`config.mk`:
```
export PLATFORM = sky130hd
export DESIGN_NAME = lsu_mem_ctrl
export DESIGN_NICKNAME = d
export VERILOG_FILES = /design/src/rtl/lsu_mem_ctrl.sv
export SDC_FILE = /design/constraint.sdc
export NUM_CORES = 1
export LEC_CHECK = 0
export ABC_AREA = 1
export CAP_MARGIN = 20
export CORE_MARGIN = 3
export CORE_UTILIZATION = 30
export CTS_CLUSTER_SIZE = 40
export DETAILED_ROUTE_END_ITERATION = 16
export GPL_ROUTABILITY_DRIVEN = 0
export SLEW_MARGIN = 20
export SYNTH_ARGS = -nofsm -noshare
export SYNTH_HDL_FRONTEND = slang
export SYNTH_SLANG_ARGS = --single-unit
```
`constraint.sdc`:
```
create_clock -name clock -period 1.4 [get_ports clock]
set_input_delay 0.28 -clock clock [delete_from_list [all_inputs] [get_ports clock]]
set_output_delay 0.28 -clock clock [all_outputs]
set_load 0.03 [all_outputs]
```
`src/rtl/lsu_mem_ctrl.sv`:
```
// Load/store controller between the CPU memory stage and a word-wide synchronous RAM.
// Sub-word stores are read-modify-write. Loads return the selected lane, sign- or zero-extended.
module lsu_mem_ctrl #(
    parameter int XLEN = 32,
    parameter int DEPTH = 1024,
    localparam int ADDR_W = $clog2(DEPTH)
) (
    input  logic              clock,
    input  logic              reset_n,
    input  logic              req_valid,
    output logic              req_ready,
    input  logic              req_we,
    input  logic [1:0]        req_size,
    input  logic              req_unsigned,
    input  logic [31:0]       req_addr,
    input  logic [XLEN-1:0]   req_wdata,
    output logic              resp_valid,
    output logic [XLEN-1:0]   resp_rdata,
    output logic              resp_err,
    output logic              mem_write_en,
    output logic [ADDR_W-1:0] mem_addr,
    output logic [XLEN-1:0]   mem_data_i,
    input  logic [XLEN-1:0]   mem_data_o
);

    typedef enum logic [2:0] {
        IDLE  = 3'd0,
        RD    = 3'd1,
        DATA  = 3'd2,
        WRITE = 3'd3,
        RESP  = 3'd4
    } state_t;

    state_t state_reg, state_next;

    logic              we_reg;
    logic [1:0]        size_reg;
    logic              uns_reg;
    logic [1:0]        lane_reg;
    logic [15:0]       wdata_reg;
    logic [ADDR_W-1:0] mem_addr_reg;
    logic [XLEN-1:0]   mem_data_reg;
    logic [XLEN-1:0]   rdata_reg;
    logic              err_reg;

    logic              accept;
    logic              req_error;
    logic              word_store;
    logic [7:0]        byte_sel;
    logic [15:0]       half_sel;
    logic [XLEN-1:0]   load_ext;
    logic [XLEN-1:0]   merged;

    assign accept     = req_valid && (state_reg == IDLE);
    assign req_error  = (req_size == 2'b11)
                     || (req_size == 2'b01 && req_addr[0])
                     || (req_size == 2'b10 && req_addr[1:0] != 2'b00)
                     || (|req_addr[31:ADDR_W+2]);
    assign word_store = req_we && (req_size == 2'b10);

    always_comb begin
        state_next = state_reg;
        case (state_reg)
            IDLE: begin
                if (req_valid) begin
                    if (req_error)       state_next = RESP;
                    else if (word_store) state_next = WRITE;
                    else                 state_next = RD;
                end
            end
            RD:      state_next = DATA;
            DATA:    state_next = we_reg ? WRITE : RESP;
            WRITE:   state_next = RESP;
            RESP:    state_next = IDLE;
            default: state_next = IDLE;
        endcase
    end

    always_ff @(posedge clock or negedge reset_n) begin
        if (!reset_n) state_reg <= IDLE;
        else          state_reg <= state_next;
    end

    // Lane extraction and sign/zero extension of the word returned in DATA.
    assign byte_sel = mem_data_o[{lane_reg, 3'b000} +: 8];
    assign half_sel = mem_data_o[{lane_reg[1], 4'b0000} +: 16];

    always_comb begin
        load_ext = mem_data_o;
        case (size_reg)
            2'b00:   load_ext = {{(XLEN-8){~uns_reg & byte_sel[7]}}, byte_sel};
            2'b01:   load_ext = {{(XLEN-16){~uns_reg & half_sel[15]}}, half_sel};
            default: load_ext = mem_data_o;
        endcase
    end

    // Store merge: each byte lane takes store data only if the access covers it.
    generate
        for (genvar gi = 0; gi < 4; gi++) begin : g_merge
            localparam logic [1:0] LANE = 2'(gi);
            logic hit;
            assign hit = (size_reg == 2'b00) ? (lane_reg == LANE) : (lane_reg[1] == LANE[1]);
            assign merged[8*gi +: 8] = !hit ? mem_data_o[8*gi +: 8]
                                     : (size_reg == 2'b00) ? wdata_reg[7:0]
                                     : wdata_reg[8*LANE[0] +: 8];
        end
    endgenerate

    always_ff @(posedge clock or negedge reset_n) begin
        if (!reset_n) begin
            we_reg       <= 1'b0;
            size_reg     <= 2'b00;
            uns_reg      <= 1'b0;
            lane_reg     <= 2'b00;
            wdata_reg    <= '0;
            mem_addr_reg <= '0;
            mem_data_reg <= '0;
            rdata_reg    <= '0;
            err_reg      <= 1'b0;
        end else begin
            if (accept) begin
                we_reg       <= req_we;
                size_reg     <= req_size;
                uns_reg      <= req_unsigned;
                lane_reg     <= req_addr[1:0];
                wdata_reg    <= req_wdata[15:0];
                mem_addr_reg <= req_addr[ADDR_W+1:2];
                err_reg      <= req_error;
                if (word_store && !req_error) mem_data_reg <= req_wdata;
            end
            if (state_reg == DATA) begin
                if (we_reg) mem_data_reg <= merged;
                else        rdata_reg    <= load_ext;
            end
            if (state_reg == RESP) begin
                rdata_reg <= '0;
                err_reg   <= 1'b0;
            end
        end
    end

    // Strobes decode straight from state so an async reset removes them at once.
    assign req_ready    = (state_reg == IDLE);
    assign resp_valid   = (state_reg == RESP);
    assign mem_write_en = (state_reg == WRITE);
    assign mem_addr     = mem_addr_reg;
    assign mem_data_i   = mem_data_reg;
    assign resp_rdata   = rdata_reg;
    assign resp_err     = err_reg;

endmodule

```
; ---- After elaboration in Yosys (flattened, before gate mapping)
; Index checks and enable logic that the tools add are counted.
[word_totals]
regBits = 100
in_bits = 103
out_inout_bits = 78
wordCells = 70
[classes]
n_eq_ne = 13
shift = 2
n_mux = 24
bitwise = 4
n_reduce_logical = 17
[ops]
columns = operator, count
row1 = $mux 32, 7
row2 = $pmux 32 s2, 1
row3 = $mux 8, 5
row4 = $shiftx 32x6->16, 1
row5 = $shiftx 32x6->8, 1
row6 = $reduce_or 20->1, 1
row7 = $pmux 3 s4, 1
row8 = $mux 3, 3
row9 = $eq 2x2->1 const B, 4
row10 = $eq 2x1->1 const B, 3
row11 = $eq 3x2->1 const B, 2
row12 = $mux 1, 6
row13 = $reduce_bool 2->1, 3
row14 = $logic_and 1x1->1, 5
row15 = $logic_not 2->1, 2
row16 = $ne 2x2->1 const B, 2
row17 = $eq 3x1->1 const B, 1
row18 = $eq 3x3->1 const B, 1
row19 = $logic_not 3->1, 1
row20 = $logic_or 1x1->1, 3
row21 = $and 1x1->1, 2
row22 = $mux 2, 1
row23 = $not 1->1, 2
row24 = $reduce_and 2->1, 1
row25 = $logic_not 1->1, 1

; ---- Depth between registers and ports, before layout
; Gate-level depths: netlist of the first run.
[depth]
ltp_word = 11
ltp_mapped = 10
mapped_depth_nobuf = 9

; ---- Worst setup path after synthesis of the first run
; Ideal clock, no wire load.
[synth_timing]
kind = reg2reg
from = register state_reg[1]
to = register state_reg[2]
setup_time_ps = 78
t_arrival_ps = 1387
slack_ps = -64
path_stages_with_launch = 5
n_path_buf = 0
synth_period_minus_slack_ps = 1464
cell_sequence = dfrtp_1 -> inv_1 -> nor3_1 -> nor2_1 -> a21oi_1
[synth_via]
elab_chain_cells = 2
[synth_rtl]
columns = item, line
row1 = "start, declared", 34  ; state_t state_reg, state_next;
row2 = "start signal, assigned", 81  ; else state_reg <= state_next;
row3 = $eq 3x2->1, -
row4 = via mem_write_en, 20  ; output logic mem_write_en,
row5 = $pmux 3 s4, 63  ; case (state_reg)
; The timed path passes the listed nets, and every way through them passes these cells.
; A chain may end at the register's enable or synchronous reset.

; ---- Worst setup path in the final report of the first run
[layout_timing]
from = register state_reg[0]
to = register mem_data_reg[9] (netlist: mem_data_i[9])
[layout_via]
elab_chain_cells = 5
[layout_rtl]
columns = item, line
row1 = $logic_not 3->1, 54  ; assign accept = req_valid && (state_reg == IDLE);
row2 = $logic_and 1x1->1, 54
row3 = $mux 32, 121  ; if (accept) begin
row4 = $mux 32, 132  ; if (we_reg) mem_data_reg <= merged;
row5 = $mux 32 *, 131  ; if (state_reg == DATA) begin
row6 = "end signal, assigned", 129  ; if (word_store && !req_error) mem_data_reg <= req_wdata;
row7 = "end signal, assigned", 132
row8 = "end, declared", 42  ; logic [XLEN-1:0] mem_data_reg;
; Every way passes the cells marked *; elsewhere a longest branch is shown, timed or not.

==> metrics.md, run 1 <==
| Metric | Value |
|---|---|
| Main flop type after synthesis | dfrtp_1 |
| Yosys warns | 0 |
| Max IR drop VDD | 0.000788 V |
| Commonest cells after routing, fill and taps aside | nand2_1 (192), inv_1 (113), dfrtp_1 (97) |
| Synth Area per Inst | 7.17 um2 |
| Asr flop ratio synth | 1.00 |
| Final slew viol count | 0 |
| Reg-to-reg critical path startpoint | state_reg[0]$_DFFE_PN0P_ |
| Ratio of cells with drive above 1 in the final layout | 0.347 |
| Max Freq | 0.596 GHz |
| Longest Clk Path Bufs | 2 |
| Port bufs | 180 |
| Wire length per cell | 18.2 um |
| Vias in the first global route | 6377 |
| Post-synth EDFFs | 0 |
| Cell Count Post-Placement | 1245 |
| Min cycle time layout | 1.68 ns |
| Violated checks | setup timing |
| Inserted Clock Buffers | 9 |
| Fin nets | 1183 |
| Critical path class | reg -> reg |
| Largest net degree at the start of global routing | 61 |
| Kind of end point of the critical path | register |
| Hold slack | 0.259 ns |
| Count of different cell masters after synthesis | 28 |
| Starting density of the core | 0.310 |
| Part of the Yosys area used for sequential elements | 0.443 |
| Critical path endpoint | mem_data_i[9]$_DFF_PN0_ |
| Global-route wire length before repair | 35800 um |
| Worst hold-check path type | in -> async |
| Pwr/cell area | 1480 nW/um2 |
| Final cell count without fillers | 1313 |
| Overall power | 15.4 mW |
| Clock Sink Count | 100 |
| Final core utilization | 0.571 |
| Syn Inst Count | 787 |
| Crit path largest cell delay | 0.44 ns |
| Status | finished with violations |
| DR pass1 iterations | 5 |
| Num ports | 181 |
| Rows | 49 |
| Synth top area share | 0.443 |
| Global Route Usage Sum | 0.228 |
| CP startpoint kind | register |
| Slew headroom | 0.659 |
| Ranking of synthesized cells by area | dfrtp_1 (44%), nand2_1 (16%), inv_1 (8.0%), o21ai_0 (5.7%), nand3_1 (5.0%) |
| Worst slew pin tran | 0.511 ns |
| Required @ worst endpoint | 1.69 ns |
| Antenna diode count | 0 |
| Slowest CP cell | dfrtp_1 |
| Final setup fails | 100 |
| DR iter-0 viols | 635 |
| Most common cell after layout, fill and taps aside | nand2_1 |
| Worst setup startpoint | state_reg[0]$_DFFE_PN0P_ |
| Worst path cell trace | nor2_4, nand2_4, buf_6, nor2_4, buf_12, buf_12, nand3_4, nand2_2, nand3_2, nand2_1 |
| Die width | 143 um |
| Global route total overflow | 0 |
| Max-cap violation count | 0 |
| Initial antenna violation count | 0 |
| Largest area contributor in the netlist | dfrtp_1 |
| Clk Latency, worst-skew pair | 0.35 ns |
| Core area | 18200 um2 |
| Setup WS pre-CTS | -0.602 ns |
| Die area | 20500 um2 |
| H-tree Lvls | 3 |
| Routed WL | 23900 um |
| DP HPWL | 15500 um |
| FF-to-FF path depth | 10 |
| Leak Pwr | 5.23 nW |
| CTS root buffer | clkbuf_16 |
| Antenna-violating nets left | 0 |
| CTS tree | built |
| Synth Register Bits | 100 |
| RSZ-0062 raised after global routing | yes |
| Total number of vias | 6553 |
| Worst-path clk slew | 0.07 ns |
| RR Endpoint | mem_data_i[9]$_DFF_PN0_ |
| # DRC | 0 |
| Period utilization | 1.20 |
| Die Span Y | 143 um |
| Vias per inst | 4.99 |
| Final worst setup slack | -0.277 ns |
| Flop-to-flop setup slack | -0.28 ns |
| Mapped cell area | 5650 um2 |
| Max Fanout on Critical Path | 7 |
| Clk_skew | 0.00804 ns |
| Area Overhead vs Synth | 84.2% |
| Final hold violation count | 0 |
| Worst endpoint data arrival time | 1.97 ns |
| Syn_nets | 890 |
==> cell usage after synthesis (9+ instances only) <==
cell	number
o211ai_1	9
nand4_1	32
clkbuf_1	11
nand2_1	244
a21oi_1	44
inv_1	120
nor2_1	33
buf_2	26
or2_2	11
o21ai_0	64
nand3_1	56
dfrtp_1	100
==> worst min path at each step <==
stage                     slack, ns    start                    endpoint  depth (start not counted)
after floorplan               -0.02  reset_n     lane_reg[0]$_DFFE_PN0P_                          0
after global placement         0.09  reset_n  resp_rdata[22]$_DFFE_PN0P_                          1
after detailed placement       0.09  reset_n  resp_rdata[24]$_DFFE_PN0P_                          1
after CTS                      0.26  reset_n  resp_rdata[24]$_DFFE_PN0P_                          2
after global routing           0.25  reset_n  resp_rdata[24]$_DFFE_PN0P_                          2
final                          0.26  reset_n  resp_rdata[24]$_DFFE_PN0P_                          2
==> power by group <==
group          total [mW]  internal, mW  switching (mW)
clock network        2.46          1.29            1.17
registers            4.06          3.49           0.575
logic                8.90          4.05            4.86
total                15.4          8.82            6.60
==> per-layer routing <==
layer,part of all wire,GRT usage
met5,0,0
met4,0.033,0.0840
met2,0.46,0.344
met1,0.44,0.323
met3,0.075,0.0466
==> cells by family after synthesis <==
| family | synth area share |
|---|---|
| AND/OR/NAND/NOR | 0.311 |
| AO/OA/AOI/OAI | 0.126 |
| flip-flops | 0.443 |
| buffers and inverters | 0.119 |
==> worst max-delay path, delay by kind of cell (launching register included) <==
kind / cells / cell delay [ns]
buf+inv: 3 / 0.40
simple gates: 7 / 0.77
flops: 1 / 0.44
==> per-stage QoR <==
stage	setup TNS, ns	instance area [um2]
final	-17.88	10400
after global routing	-24.88	10400
after CTS	-10.60	10100
after detailed placement	-37.60	8780
after global placement	-35.24	8780
after floorplan	-0.924	5670
==> final cells by class <==
type	instances	area [um2]
timing repair inverter	3	52.6
clock buffer	11	253
fill	1597	7810
timing repair buffer	314	3680
inverter	124	495
multi-input combinational	528	3100
clock inverter	4	25.0
sequential	100	2510
tap	229	287
==> repair_timing <==
action | in CTS | in global routing
gates resized for setup | 217 | 141
setup endpoints to repair | 124 | 130
pin swaps | 43 | 53
endpoints found under the hold margin | 62 | 0
setup buffers | 27 | 8
gates cloned | 17 | 3
hold buffers | 1 | 0
Note: power is estimated with default switching activity, not from simulation.
==> run 2, diff against run 1 <==
Settings changed: CTS_CLUSTER_SIZE 40 to not set, SLEW_MARGIN 20 to 25.
==> results of run 2 <==
Final layout, timing and power as in run 1 (identical DEF).
==> run 3, diff against run 2 <==
Clock period 1.4 ns to 1.9 ns, I/O delays scaled along.
==> metrics.md, run 3 (same netlist as run 1, synthesis figures left out) <==
| Metric | Value |
|---|---|
| Status | completed |
| Period utilization | 0.964 |
| Starting density of the core | 0.310 (unchanged) |
| Clock Sink Count | 100 (unchanged) |
| CP bufs+invs | 1 (-2) |
| Wire length per cell | 16.5 um (-9.2%) |
| Worst-path clk slew | 0.07 ns (about the same) |
| Worst Min Path Start | mem_addr[7]$_DFFE_PN0P_ |
| Final hold violation count | 0 (unchanged) |
| Final worst setup slack | 0.0688 ns (+0.346 ns) |
| Final slew viol count | 0 (unchanged) |
| Int Power | 5.12 mW (-42%) |
| Slowest CP cell | clkdlybuf4s50_1 |
| # DRC | 0 (unchanged) |
| Global route total overflow | 0 (unchanged) |
| FF-to-FF path depth | 8 (-2) |
| Max Fanout on Critical Path | 2 (-5) |
| CTS tree | built |
| Busiest grt layer | met2 |
| Met1 usage | 0.275 (-0.0480) |
| Initial antenna violation count | 0 (unchanged) |
| Antenna-violating nets left | 0 (unchanged) |
| Setup WS pre-CTS | -0.152 ns (+0.450 ns) |
| Clock share of power | 0.229 (+0.070) |
| Critical path class | reg -> out |
| Max IR drop VDD | 0.000620 V (-21%) |
| Met3 usage | 0.0281 (-0.0184) |
| Antenna diode count | 0 (unchanged) |
| Hold depth | 2 |
| RR Endpoint | resp_rdata[19]$_DFFE_PN0P_ |
| Die Span Y | 143 um (unchanged) |
| Flop-to-flop setup slack | 0.20 ns (+0.48 ns) |
| Routed WL | 19900 um (-16%) |
| CTS root buffer | clkbuf_16 |
| Worst endpoint data arrival time | 1.45 ns (-0.52 ns) |
| Inserted Clock Buffers | 9 (unchanged) |
| Ratio of cells with drive above 1 in the final layout | 0.0910 (-0.256) |
| RSZ-0062 raised after global routing | no |
| Sequential power share | 0.326 (+0.063) |
| Slew headroom | 0.618 (-0.0406) |
| Most common cell after layout, fill and taps aside | nand2_1 |
| Min cycle time layout | 1.83 ns |
| Max Freq | 0.546 GHz |
| Area taken by flip-flops and latches | 2500 um2 (-0.15%) |
| Final setup fails | 0 (-100%) |
| Port bufs | 180 (unchanged) |
| Global Route Usage Sum | 0.194 (-0.0340) |
| DP HPWL | 15400 um (-0.89%) |
| Leak Pwr | 4.16 nW (-20%) |
| Die width | 143 um (unchanged) |
| WHS Endpoint | mem_addr[7]$_DFFE_PN0P_ |
| DR pass1 iterations | 5 (unchanged) |
| Power share of the combinational group | 0.445 (-0.132) |
| Total number of vias | 5787 (-12%) |
| Fillers | 1866 (+17%) |
| Largest net degree at the start of global routing | 38 (-38%) |
| Vias in the first global route | 5670 (-11%) |
| Global-route wire length before repair | 30700 um (-14%) |
| Vias per inst | 4.79 (-3.9%) |
| Crit path largest cell delay | 0.70 ns (+0.26 ns) |
| Die area | 20500 um2 (unchanged) |
| Met2 track utilization from global routing | 0.299 (-0.0443) |
| Net Sw Frac | 0.423 (-0.00455) |
| Fin nets | 1076 (-9.0%) |
| Area Overhead vs Synth | 45.9% |
| Pwr/cell area | 1080 nW/um2 (-27%) |
| Worst hold-check path type | reg -> reg |
| Max-cap violation count | 0 (unchanged) |
| Switching pwr | 3.76 mW (-43%) |
| Reg-to-reg critical path startpoint | lane_reg[1]$_DFFE_PN0P_ |
| Required @ worst endpoint | 1.52 ns (-0.17 ns) |
| Kind of end point of the critical path | output pin |
| CP startpoint kind | register |
| Rows | 49 (unchanged) |
| Clk_skew | 0.0106 ns (+0.00253 ns) |
| Num ports | 181 (unchanged) |
| Longest Clk Path Bufs | 2 (unchanged) |
| Worst path cell trace | clkdlybuf4s50_1 |
| Commonest cells after routing, fill and taps aside | nand2_1 (242), clkdlybuf4s50_1 (176), inv_1 (120) |
| Hold slack | 0.476 ns (+0.218 ns) |
| Worst slew pin tran | 0.572 ns (+0.0603 ns) |
| H-tree Lvls | 3 (unchanged) |
| Setup Fix Bufs, Post-CTS | 0 (-100%) |
| Core area | 18200 um2 (unchanged) |
| Overall power | 8.89 mW (-42%) |
| CP top delay family | buffers and inverters |
| Clk Latency, worst-skew pair | 0.36 ns (about the same) |
| DR iter-0 viols | 462 (-27%) |
| Area of the multi-input gates | 2480 um2 (-20%) |
-- run 3: layout make-up --
cell class                 instances  area share
clock inverter                     7      0.0119
clock buffer                       9      0.0273
multi-input combinational        522       0.301
tap                              229      0.0348
inverter                         124      0.0565
sequential                       100       0.304
timing repair buffer             216       0.264
-- run 3: repair_timing --
action                                  CTS  global route
gates resized for setup                   0             5
endpoints found under the hold margin    32             0
endpoints found under the setup margin    0            13
hold buffers                              1             0
-- run 3: worst max path at each step --
| stage | from | to | slack [ns] | cells past startpoint |
|---|---|---|---|---|
| 6_report | mem_data_i[5]$_DFF_PN0_ | mem_data_i[5] | 0.07 | 1 |
| 5_1_grt | mem_data_i[5]$_DFF_PN0_ | mem_data_i[5] | 0.02 | 1 |
| 3_5_place_dp | req_size[1] | mem_data_i[13]$_DFF_PN0_ | -0.15 | 9 |
| 3_3_place_gp | req_size[1] | mem_data_i[31]$_DFF_PN0_ | -0.13 | 9 |
| 2_1_floorplan | state_reg[1]$_DFFE_PN0P_ | mem_write_en | 0.39 | 2 |
| 4_1_cts | mem_data_i[5]$_DFF_PN0_ | mem_data_i[5] | 0.07 | 1 |
-- run 3: power groups by stage --
| stage | sequential [mW] | clock, mW | combinational [mW] |
|---|---|---|---|
| global placement | 2.92 | 0 | 3.90 |
| floorplan | 3.20 | 0 | 2.10 |
| finish | 2.89 | 2.04 | 3.96 |
| global route | 2.95 | 2.14 | 4.35 |
| detailed placement | 2.92 | 0 | 3.91 |
| CTS | 2.89 | 2.08 | 3.92 |
-- run 3: worst min-delay path: cells and delay by family (launching register included) --
family | cells | cell delay, ns
DFF | 1 | 0.35
and+or+nand+nor | 2 | 0.09
-- run 3: through the flow --
stage | area (um2) | instances | TNS [ns] | util
2_1_floorplan | 5650 | 787 | 0 | -
3_5_place_dp | 7890 | 1190 | -6.02 | 0.433
4_1_cts | 8230 | 1207 | 0 | 0.452
5_1_grt | 8240 | 1207 | 0 | 0.452
3_3_place_gp | 7890 | 1190 | -4.80 | 0.433
6_report | 8240 | 1207 | 0 | 0.452
-- run 3: per-layer routing --
metal | vias to the layer above | wire length (um)
li1 | 2886 | -
met1 | 2635 | 9100
met2 | 226 | 9040
met3 | 40 | 1300
met4 | 0 | 511
met5 | - | 0
